## src/rtl/alu_chk_err_window.sv

```systemverilog
// Tracks an error trigger for ERR_WINDOW cycles and flags it if ERR never answered.
module alu_chk_err_window #(
  parameter int ERR_WINDOW = 5
) (
  input  logic CLK,
  input  logic RESET,
  input  logic trig,
  input  logic err,
  output logic viol
);

  logic [ERR_WINDOW-1:0] p;
  logic [ERR_WINDOW-1:0] p_next;

  // ERR acknowledges every older trigger; a trigger in the same cycle still starts a window.
  generate
    if (ERR_WINDOW == 1) begin : g_one
      assign p_next = trig;
    end else begin : g_shift
      assign p_next = err ? {{(ERR_WINDOW-1){1'b0}}, trig} : {p[ERR_WINDOW-2:0], trig};
    end
  endgenerate

  always_ff @(posedge CLK or posedge RESET) begin
    if (RESET) p <= '0;
    else       p <= p_next;
  end

  assign viol = p[ERR_WINDOW-1] & ~err;

endmodule

```

## config.mk

```make
export PLATFORM = sky130hd
export DESIGN_NAME = alu_chk_err_window
export DESIGN_NICKNAME = d
export VERILOG_FILES = /design/src/rtl/alu_chk_err_window.sv
export SDC_FILE = /design/constraint.sdc
export NUM_CORES = 1
export LEC_CHECK = 0
export CORE_AREA = 2 2 39 41
export DETAILED_ROUTE_END_ITERATION = 10
export DIE_AREA = 0 0 41 43
export PLACE_DENSITY = 0.33
export SYNTH_ARGS = -nofsm -noshare
export SYNTH_HDL_FRONTEND = slang
export SYNTH_SLANG_ARGS = --single-unit
```

## constraint.sdc

```tcl
create_clock -name CLK -period 0.81 [get_ports CLK]
set_clock_uncertainty 0.2 [all_clocks]
set_input_delay 0.081 -clock CLK [delete_from_list [all_inputs] [get_ports CLK]]
set_output_delay 0.081 -clock CLK [all_outputs]
set_load 0.02 [all_outputs]
```

======== Word-level counts from Yosys, hierarchy flattened ========
Cells that the tools add are included.
word-level totals
  output and inout port bits .............. 1
  word-level logic and storage cells ...... 4
  flip-flop bits (word level) ............. 5
  input bits .............................. 4
operators by class
  bitwise operators ....................... 2
  mux-type cells .......................... 1
operators by type and width
  cell           count
  $mux W5        1
  $and A1 B1 Y1  1
  $not A1 Y1     1

======== Depth between registers and ports, before layout ========
  depth after elaboration ................. 2
  gate-level depth with buffers ........... 1

======== Worst setup path after synthesis ========
OpenSTA, ideal clock, no wires.
  path type ............................... register to output
  start point ............................. register p[4]
  end point ............................... output port viol
  buffers on the path ..................... 0
  slack ................................... -0.097 ns
  required time ........................... 0.529 ns
  arrival time ............................ 0.626 ns
  cell stages (with the launch flop) ...... 2
  path through ............................ dfrtp_1 > nor2b_1
between the ends
  word-level cells in the longest chain between the ends .. 1
RTL lines
  item                      RTL line  text
  start: declaration        12        logic [ERR_WINDOW-1:0] p;
  start signal: assignment  26        else p <= p_next;
  $and A1 B1 Y1             29        assign viol = p[ERR_WINDOW-1] & ~err;
  end: declaration          9         output logic viol
No other way between the ends.

======== Worst setup path after layout ========
Ends and elaborated chain as after synthesis.

==> results <==
## routing by layer
| metal | part of all wire, % | up-vias |
|---|---|---|
| met5 | 0 | - |
| met4 | 0 | 0 |
| met3 | 14 | 0 |
| met2 | 45 | 6 |
| met1 | 41 | 49 |
| li1 | - | 49 |
## synthesized netlist by cell type
| master | n | area (µm²) |
|---|---|---|
| sky130_fd_sc_hd__inv_1 | 1 | 3.75 |
| sky130_fd_sc_hd__dfrtp_1 | 5 | 125 |
| sky130_fd_sc_hd__nor2b_1 | 5 | 31.3 |
## cell type report
class | count | area, µm² | area share (%)
multi-input cells | 5 | 38.8 | 14.8
well taps | 16 | 20.0 | 7.66
repair buffers | 5 | 47.5 | 18.2
clock buffers | 4 | 26.3 | 10.0
flip-flops and latches | 5 | 125 | 47.8
inverters | 1 | 3.75 | 1.44
## cells by family after synthesis
logic type / count (synthesis)
and+or+nand+nor: 5
DFF: 5
buffers and inverters: 1
## repair_timing
action                     in CTS  in global routing
resized for setup               7                  0
hold endpoints to repair        5                  5
setup endpoints to repair       5                  1
gates cloned                    0                  0
## worst max path at each step
stage                     slack (ps)  from  cells after the start    to
final                           -310  p[4]                      2  viol
after global routing            -350  p[4]                      2  viol
after CTS                       -320  p[4]                      2  viol
after detailed placement        -740   err                      3  viol
after global placement          -720   err                      3  viol
after floorplan                   40  p[4]                      1  viol
## power by group
part           leakage [nW]  internal, mW  switching, mW
registers            0.0656         0.260        0.00154
clock network        0.0150         0.186         0.0975
logic                0.0409        0.0196         0.0134
total                 0.121         0.465          0.112
## stage by stage
step / hold WS (ps) / instances / power, mW
floorplan: -340 / 11 / 0.275
global placement: 94.1 / 32 / 0.300
detailed placement: 98.7 / 32 / 0.300
CTS: -158 / 36 / 0.595
global route: -148 / 36 / 0.626
finish: -162 / 36 / 0.578
==> flow_metrics.env <==
export IMPL_insertedDiodeCount=0
export IMPL_power_ir_vdd_worst_v=0.000918
export IMPL_mean_instance_size_in_the_synthesized_netlist_um2=14.6
export IMPL_preCtsSetupSlack_ps=-738
export IMPL_post_route_cell_area_um2=262
export IMPL_netlist_cell_type_count=3
export IMPL_cpMaxStageDelayCell="sky130_fd_sc_hd__dfrtp_1"
export IMPL_grt_usage_pct=4.54
export IMPL_route_antenna_remaining_nets=0
export IMPL_crit_path_cell_trace="nor2b_4 > buf_6"
export IMPL_critical_path_top_delay_family="flip-flops"
export IMPL_reg_largest_list="p (5)"
export IMPL_drt_pass1_iter_count=1
export IMPL_regToRegEndpoint="p[4]"
export IMPL_io_pins=5
export IMPL_max_cap_violations=0
export IMPL_drc_errors=0
export IMPL_clock_tree_from_tritoncts="built"
export IMPL_startpoint_to_endpoint_class_of_the_critical_path="reg -> out"
export IMPL_cts_root_to_sink_buffers=2
export IMPL_pwrdens_nw_per_um2=2210
export IMPL_cp_end_kind="output pin"
export IMPL_first_iter_violations=0
export IMPL_place_gp_congestion=0.564
export IMPL_clock_sinks=5
export IMPL_postSynthRegisterBits=5
export IMPL_regMostFlops="p"
export IMPL_timing_final_setup_violations=1
export IMPL_yosys_area_share_simple_pct=19.5
export IMPL_mostFrequentLayoutCells="5 x sky130_fd_sc_hd__dfrtp_1, 4 x sky130_fd_sc_hd__nor2b_1, 3 x sky130_fd_sc_hd__clkbuf_4"
export IMPL_grt_start_max_net_pins=6
export IMPL_worst_r2r_path_depth=1
export IMPL_layout_min_cycle_time_ps=1120
export IMPL_detailed_route_wire_length_um=254
export IMPL_cts_htree_levels=1
export IMPL_worstReg2RegStart="p[3]"
export IMPL_rsz_0062_raised_after_global_routing="yes"
export IMPL_global_route_usage_met3_pct=6.28
export IMPL_run_status="finished, violations left"
export IMPL_worstPathArrival_ps=840
export IMPL_synthToLayoutAreaGrowth_pct=63.3
export IMPL_fp_dieW_um=41
export IMPL_start_util_pct=11.6
export IMPL_regToRegSetupSlack_ps=30
export IMPL_fp_row_count=14
export IMPL_synth_adder_area_share_pct=0
export IMPL_leakage_power_nw=0.121
export IMPL_floorplan_die_height_um=43
export IMPL_final_util_pct=18.9
export IMPL_antenna_found_initial=0
export IMPL_finalSetupTns_ps=-310
export IMPL_timing_hold_worst_class="in -> async"
export IMPL_synth_net_count=15
export IMPL_dpl_instance_area_um2=235
export IMPL_grt_pass1_vias=113
export IMPL_yosysWarningCount=0
export IMPL_final_fill_count=153
export IMPL_whs_ps=-162
export IMPL_post_cts_setup_buffer_count=0
export IMPL_layout_cell_share_with_drive_strength_beyond_1_pct=30.0
export IMPL_crit_fanout=1
export IMPL_post_synth_xor_area_fraction_pct=0
export IMPL_grt_use_met1_pct=3.58
export IMPL_slew_at_the_pin_closest_to_its_max_slew_limit_ps=194
export IMPL_worst_skew_pair_late_latency_ps=240
export IMPL_delay_of_the_slowest_cell_on_the_worst_path_ps=360
export IMPL_drt_vias_per_instance=2.89
export IMPL_proportion_of_synthesized_chip_area_in_sequential_cells_pct=78.1
export IMPL_dominant_combinational_cell_family_by_area_after_synthesis="simple AND/OR/NAND/NOR gates"
export IMPL_detail_route_wl_per_cell_um=7.06
export IMPL_largest_register_ffs=5
export IMPL_crit_buf_inv=1
export IMPL_violations="hold timing, setup timing"
export IMPL_drv_slew=0
export IMPL_grt_busiest_layer="met3"
export IMPL_grt_overflow=0
export IMPL_routed_via_count=104
export IMPL_timing_critical_path_from_type="flop"
export IMPL_floorplan_die_area_um2=1760
export IMPL_synth_compound_area_share_pct=0
export IMPL_wire_length_of_the_first_global_routing_pass_um=455
export IMPL_yosys_mux_area_fraction_pct=0
export IMPL_final_stage_net_count=25
export IMPL_timing_final_crit_share_pct=138
export IMPL_setup_ws_ps=-310
export IMPL_global_route_usage_met2_pct=5.94
export IMPL_hold_violations_final=5
export IMPL_post_synth_instance_area_um2=160
export IMPL_timing_critical_path_required_ps=530
export IMPL_number_of_input_and_output_port_buffers_inserted=4
export IMPL_fmax_mhz=893
export IMPL_numCtsBuffers=3
export IMPL_clk_pin_slew_ps=40
export IMPL_synthCells=11
export IMPL_relSlewSlack_pct=87.0
export IMPL_final_common_cell="sky130_fd_sc_hd__dfrtp_1"
export IMPL_core_region_area_um2=1380
export IMPL_clock_root_buffer="sky130_fd_sc_hd__clkbuf_4"
No activity file was read; power rests on OpenSTA's default activity.
